**src/rtl/branch_redirect_ctrl_pkg.sv**
```systemverilog
// Shared definitions for the branch redirect controller: state encoding and bus widths.
package branch_redirect_ctrl_pkg;

  // Width of PC / target addresses on the fetch bus.
  localparam int unsigned BRC_ADDR_WIDTH = 32;

  // Controller state: which of (redirect, delay slot) are still outstanding.
  typedef enum logic [1:0] {
    BRC_IDLE       = 2'd0,
    BRC_REDIR_SLOT = 2'd1,
    BRC_SLOT       = 2'd2,
    BRC_REDIR      = 2'd3
  } brc_state_e;

  // True when the delay-slot instruction has not yet left ID.
  function automatic logic brc_slot_pending(input brc_state_e s);
    return (s == BRC_REDIR_SLOT) || (s == BRC_SLOT);
  endfunction

  // True when fetch has not yet consumed the redirect.
  function automatic logic brc_redir_pending(input brc_state_e s);
    return (s == BRC_REDIR_SLOT) || (s == BRC_REDIR);
  endfunction

endpackage

```
**src/rtl/branch_redirect_ctrl_sat_counter.sv**
```systemverilog
// Saturating up-counter with synchronous active-high reset.
module sat_counter #(
  parameter int unsigned WIDTH = 32
) (
  input  logic             clk,
  input  logic             rst,
  input  logic             inc,
  output logic [WIDTH-1:0] count
);

  logic [WIDTH-1:0] count_q;
  logic [WIDTH-1:0] count_d;

  // Increment unless already at all-ones.
  always_comb begin
    count_d = count_q;
    if (inc && (count_q != {WIDTH{1'b1}})) begin
      count_d = count_q + WIDTH'(1);
    end
  end

  // Counter register.
  always_ff @(posedge clk) begin
    if (rst) begin
      count_q <= '0;
    end else begin
      count_q <= count_d;
    end
  end

  assign count = count_q;

endmodule

```
**src/rtl/branch_redirect_ctrl.sv**
```systemverilog
// Branch redirect controller: launches the ID-stage branch redirect toward the PC
// unit, holds it until fetch accepts it, and tracks the architectural delay slot.
// Optional statistics counters are built when BRANCH_STATS_EN is defined.
module branch_redirect_ctrl
  import branch_redirect_ctrl_pkg::*;
#(
  parameter int unsigned ADDR_WIDTH = BRC_ADDR_WIDTH
`ifdef BRANCH_STATS_EN
  ,
  parameter int unsigned CNT_WIDTH  = 32
`endif
) (
  input  logic                  clk,
  input  logic                  rst,
  input  logic                  id_valid,
  input  logic                  id_stall,
  input  logic                  branch_flag,
  input  logic [ADDR_WIDTH-1:0] branch_addr,
  input  logic                  fetch_ready,
  input  logic                  flush,
  output logic                  redirect_valid,
  output logic [ADDR_WIDTH-1:0] redirect_addr,
  output logic                  in_delay_slot,
  output logic                  busy
`ifdef BRANCH_STATS_EN
  ,
  output logic [CNT_WIDTH-1:0]  taken_count,
  output logic [CNT_WIDTH-1:0]  redirect_stall_count
`endif
);

  brc_state_e            state_q;
  brc_state_e            state_d;
  logic [ADDR_WIDTH-1:0] target_q;
  logic [ADDR_WIDTH-1:0] target_d;

  logic slot_pending;
  logic redir_pending;
  logic slot_leave;
  logic accept;

  // A branch sitting in the delay slot is ignored, hence the slot_pending term.
  assign slot_pending  = brc_slot_pending(state_q);
  assign redir_pending = brc_redir_pending(state_q);
  assign slot_leave    = slot_pending & id_valid & ~id_stall;
  assign accept        = id_valid & ~id_stall & branch_flag & ~flush & ~slot_pending;

  // State and target registers.
  always_ff @(posedge clk) begin
    if (rst) begin
      state_q  <= BRC_IDLE;
      target_q <= '0;
    end else begin
      state_q  <= state_d;
      target_q <= target_d;
    end
  end

  // Next-state logic; flush returns to IDLE from anywhere.
  always_comb begin
    state_d  = state_q;
    target_d = target_q;
    if (flush) begin
      state_d  = BRC_IDLE;
      target_d = '0;
    end else begin
      if (accept) begin
        target_d = branch_addr;
      end
      unique case (state_q)
        BRC_IDLE, BRC_REDIR: begin
          if (accept) begin
            state_d = fetch_ready ? BRC_SLOT : BRC_REDIR_SLOT;
          end else if ((state_q == BRC_REDIR) && fetch_ready) begin
            state_d = BRC_IDLE;
          end
        end
        BRC_REDIR_SLOT: begin
          if (fetch_ready && slot_leave) begin
            state_d = BRC_IDLE;
          end else if (fetch_ready) begin
            state_d = BRC_SLOT;
          end else if (slot_leave) begin
            state_d = BRC_REDIR;
          end
        end
        BRC_SLOT: begin
          if (slot_leave) begin
            state_d = BRC_IDLE;
          end
        end
        default: state_d = BRC_IDLE;
      endcase
    end
  end

  // Outputs; the redirect is visible in the accept cycle itself, address is zero when idle.
  always_comb begin
    redirect_valid = ~flush & (accept | redir_pending);
    redirect_addr  = '0;
    if (redirect_valid) begin
      redirect_addr = redir_pending ? target_q : branch_addr;
    end
    in_delay_slot  = slot_pending & id_valid;
    busy           = (state_q != BRC_IDLE);
  end

`ifdef BRANCH_STATS_EN
  logic stall_inc;
  assign stall_inc = redirect_valid & ~fetch_ready;

  sat_counter #(.WIDTH(CNT_WIDTH)) u_taken_cnt (
    .clk   (clk),
    .rst   (rst),
    .inc   (accept),
    .count (taken_count)
  );

  sat_counter #(.WIDTH(CNT_WIDTH)) u_stall_cnt (
    .clk   (clk),
    .rst   (rst),
    .inc   (stall_inc),
    .count (redirect_stall_count)
  );
`endif

endmodule

```
**config.mk**
```make
export PLATFORM = sky130hd
export DESIGN_NAME = branch_redirect_ctrl
export DESIGN_NICKNAME = d
export VERILOG_FILES = /design/src/rtl/branch_redirect_ctrl_pkg.sv /design/src/rtl/branch_redirect_ctrl_sat_counter.sv /design/src/rtl/branch_redirect_ctrl.sv
export SDC_FILE = /design/constraint.sdc
export NUM_CORES = 1
export LEC_CHECK = 0
export CORE_MARGIN = 2
export CORE_UTILIZATION = 46
export DETAILED_ROUTE_END_ITERATION = 8
export PLACE_DENSITY = 0.85
export SLEW_MARGIN = 10
export SYNTH_ARGS = -nofsm -noshare
export SYNTH_HDL_FRONTEND = slang
export SYNTH_SLANG_ARGS = --single-unit
```
**constraint.sdc**
```tcl
create_clock -name clk -period 6.4 [get_ports clk]
set_clock_uncertainty 0.2 [all_clocks]
set_input_delay 1.28 -clock clk [delete_from_list [all_inputs] [get_ports clk]]
set_output_delay 1.28 -clock clk [all_outputs]
set_load 0.01 [all_outputs]
```
After elaboration in Yosys (flattened, before gate mapping). Index checks and enable logic that the tools add are counted.

Register bits after elaboration: 34. Bits of input ports: 39. Output and inout port bits: 35.

Equality and inequality tests: 6. Muxes and demuxes: 10. Bitwise operators: 11. Reduce and logical (&&, ||, !) cells: 9.

Operators by type and width (count): $mux 32 (2); $mux 2 (7); $and 1x1->1 (7); $pmux 2 s3 (1); $eq 2x2->1 const B (2); $ne 4x3->1 const B (1); $reduce_or 2->1 (2); $ne 3x3->1 const B (1); $not 1->1 (3); $reduce_and 3->1 (1); $eq 2x1->1 const B (1); $logic_and 1x1->1 (2); $logic_not 2->1 (1); $logic_or 1x1->1 (2); $ne 2x2->1 const B (1); $reduce_bool 2->1 (1); $or 1x1->1 (1).

Depth between registers and ports, before layout.
Depth in word-level cells: 8. Depth in mapped cells: 8. Gate-level depth less buffers: 6.

Worst setup path before layout. OpenSTA, ideal clock, no wires.

Kind: input-to-output. From: input id_stall. To: output redirect_addr[10]. Arrival time: 2.151 ns. Slack: 2.769 ns. Cell stages on the path: 5. Buffers on the path: 1. Cell sequence: nand4bb_4 -> nor2_2 -> nor2_1 -> buf_2 -> nor2_1.

Cells in the longest elaborated chain, start to end: 8.

Ends and longest elaborated chain: start, declared (line branch_redirect_ctrl.sv:16) `input logic id_stall,`; $not 1->1 (line branch_redirect_ctrl.sv:46) `assign accept = id_valid & ~id_stall & branch_flag & ~flush & ~slot_pending;`; $and 1x1->1 (4 in a row) (line branch_redirect_ctrl.sv:46); $or 1x1->1 (line branch_redirect_ctrl.sv:99) `redirect_valid = ~flush & (accept | redir_pending);`; $and 1x1->1 (line branch_redirect_ctrl.sv:99); $mux 32 (line branch_redirect_ctrl.sv:101) `if (redirect_valid) begin`; end, declared (line branch_redirect_ctrl.sv:22) `output logic [ADDR_WIDTH-1:0] redirect_addr,`.

No other way between the ends.

Worst setup path after layout.
From: input id_stall. To: output redirect_addr[3].

Same word-level chain as after synthesis.

==> key figures <==
Status
  • Outcome: finished clean

Route
  • Antenna-violating nets left: 0
  • Remaining routing DRC violations: 0
  • Detailed Route WL: 4.27 mm
  • Number of vias per cell: 5.03
  • Number of vias after detailed routing: 1792
  • Routed length per instance: 12.0 um
  • Detailed Route Iter0 Violations: 84
  • 1st-pass router iterations: 4

Yosys
  • Combined area of all synthesized cells: 1820 sq um
  • Post-synth top flop: sky130_fd_sc_hd__dfxtp_1
  • Number of unique standard cell types used by synthesis: 23
  • Yosys warnings: 0
  • Mapped Cells: 242
  • Top cells by count, synth: 65 x sky130_fd_sc_hd__nand2_1, 36 x sky130_fd_sc_hd__nor2_1, 34 x sky130_fd_sc_hd__a21oi_1, 34 x sky130_fd_sc_hd__dfxtp_1, 31 x sky130_fd_sc_hd__mux2i_1
  • Post-Syn Area per Cell: 7.53 sq um
  • Most used standard cell by instance count after synthesis: sky130_fd_sc_hd__nand2_1
  • Leading area contributor after synthesis: sky130_fd_sc_hd__dfxtp_1
  • Synth Net Count: 285
  • Seq cells post-synth: 34
  • Area share of the largest cell type after synthesis: 37.3%
  • Count of flip-flops with a built-in enable after synthesis: 0
  • Share of synthesized area occupied by flip-flops and latches: 37.3%
  • Most area-consuming cells after synthesis: sky130_fd_sc_hd__dfxtp_1 37%, sky130_fd_sc_hd__mux2i_1 17%, sky130_fd_sc_hd__nand2_1 13%, sky130_fd_sc_hd__a21oi_1 9.3%, sky130_fd_sc_hd__nor2_1 7.4%
  • Post-synth ARST share: 0%

STA
  • Tightest Pin Transition: 1.12 ns
  • Relative slew slack: 25.7%
  • Period Utilization, post-route: 76.5%
  • Crit path setup slack, layout: 1.50 ns
  • Number of pins with negative max-slew slack in the final report: 0
  • Minimum clock period after layout: 4.90 ns
  • Final setup violation count: 0
  • Final hold viol count: 0
  • Setup repair after global routing missed its margin: no
  • Maximum achievable frequency: 204 MHz
  • Setup TNS Final: 0 ns

Critical path
  • CP Launch Type: input pin
  • Critical Path Source: id_stall
  • Launch instance of the worst register-to-register path: state_q[1]
  • Crit path capture type: primary output
  • Largest fanout of any net on the critical path: 34
  • Kind of critical path: input pin to primary output
  • CP Data Arrival Time: 3.42 ns
  • Worst EP required: 4.92 ns

Final layout
  • Cell area after layout: 2660 sq um
  • Final net count: 350
  • Diodes inserted: 0
  • Number of cells in the finished layout apart from fillers: 356
  • Sequential cell area: 682 sq um
  • Ratio of cells with drive above 1 in the final layout: 4.87%
  • Multi-input combinational cell area: 1040 sq um
  • Fill cell total of the finished layout: 319
  • Area Growth Syn to Fin: 46.1%

Die
  • CORE AREA: 3740 sq um
  • Row cnt: 22
  • Starting density of the core: 48.7%
  • Horizontal die dimension: 67.0 um
  • Height of the die: 67.0 um
  • Floorplan die area: 4480 sq um
  • Top-Level Pins: 74

Global route
  • Pin count of the biggest net entering global routing: 36
  • Initial antenna violation count: 0
  • First-pass GRT wire length: 6.96 mm
  • Overall fraction of global-route tracks in use: 20.1%
  • Vias in the first global route: 1638
  • Overall overflow remaining after global route: 0

Power
  • Pleak: 0.871 nW
  • Peak supply drop: 125 uV
  • Power density over cell area: 178 nW/um^2
  • Power Total: 0.473 mW

Place
  • GPL Wtd Cong: 0.812
  • Placed instance count: 348
  • Placement Setup Slack: 1.48 ns
  • Number of input and output port buffers inserted: 73
  • HPWL reported at the end of detailed placement: 2.92 mm
  • Area after detailed placement: 2560 sq um

Clocking
  • Clk slew on worst S/H paths: 0.07 ns
  • PostCTS Resize Cnt: 0
  • Post-cts hold buffer count: 0
  • Clock buffer depth: 2
  • Buffer count from post-CTS setup fixing: 0
  • # H-tree levels: 2
  • CTS sink count: 34
  • CTS tree: yes
  • Number of clock buffers inserted by TritonCTS: 5
  • Insertion delay of the later-clocked pin in the worst-skew pair: 0.27 ns
  • Clock Tree Root: sky130_fd_sc_hd__clkbuf_8

Hold path
  • Worst hold-check path type: register to register
  • Worst min-delay path startpoint: target_q[24]

Job
  • Maximum Capacitance Violations: 0
critical path, cell delays in order:
cell and delay (ns):
sky130_fd_sc_hd__clkdlybuf4s50_1 0.44, sky130_fd_sc_hd__nand4bb_4 0.25, sky130_fd_sc_hd__nor2_2 0.09, sky130_fd_sc_hd__buf_4 0.33, sky130_fd_sc_hd__nor2_2 0.07, sky130_fd_sc_hd__buf_4 0.25, sky130_fd_sc_hd__nor2_1 0.16, sky130_fd_sc_hd__clkdlybuf4s50_1 0.55
placed cells by master (no fill, tap or decap), drive strengths merged:
cell,n
a21oi,34
clkdlybuf4s50,73
nor3b,1
o21ai,1
ha,4
o221a,1
and2,1
nor3,2
mux2i,31
o41ai,1
bufinv,1
dfxtp,34
o311ai,1
or2,2
clkbuf,7
nand4bb,1
inv,6
nand2,65
a221oi,1
o221ai,1
nor2,37
buf,3
layer usage:
layer / part of all wire [%] / GRT usage (%) / vias to the layer above
li1: - / - / 926
met1: 43 / 23.7 / 807
met2: 50 / 35.4 / 59
met3: 6.8 / 6.42 / 0
met4: 0 / 4.59 / 0
met5: 0 / 0 / -
per-stage QoR:
step                utilization (%)  hold slack, ns
finish                         71.1           0.256
global route                   71.1           0.274
CTS                            71.1           0.257
detailed placement             68.3           0.247
global placement               68.3           0.241
floorplan                         -           0.233
logic make-up (layout without fill, tap and decap cells):
family	after synthesis	in the layout	synth area share, %
adders and majority gates	4	4	2.75
DFF	34	34	37.3
and+or+nand+nor	109	109	24.9
muxes	31	31	17.0
buffers and inverters	24	90	5.83
AOI/OAI and AO/OA	40	40	12.1
sequential cells by signal, summed over array words and instances, names as in the netlist:
signal,cells
state_q,2
target_q,32
worst paths after layout:
kind / endpoint / slack [ns] / depth (start not counted)
worst min-delay path: target_q[24] / 0.26 / 2
worst min register to register: target_q[24] / 0.26 / 2
worst max register to register: state_q[1] / 3.96 / 5
worst max-delay path: redirect_addr[3] / 1.50 / 8
final cells by class:
| class | instances | area share [%] |
|---|---|---|
| Clock buffer | 7 | 2.87 |
| Clock inverter | 1 | 1.13 |
| Inverter | 6 | 0.846 |
| Multi-Input combinational cell | 184 | 39.0 |
| Sequential cell | 34 | 25.6 |
| Tap cell | 48 | 2.26 |
| Timing Repair Buffer | 76 | 28.3 |
report_power, final:
part           leakage (nW)  internal (mW)  switching (mW)
Sequential            0.275          0.214         0.00104
Clock                0.0524          0.116          0.0733
Combinational         0.544         0.0392          0.0296
(Power assumes the default switching activity.)
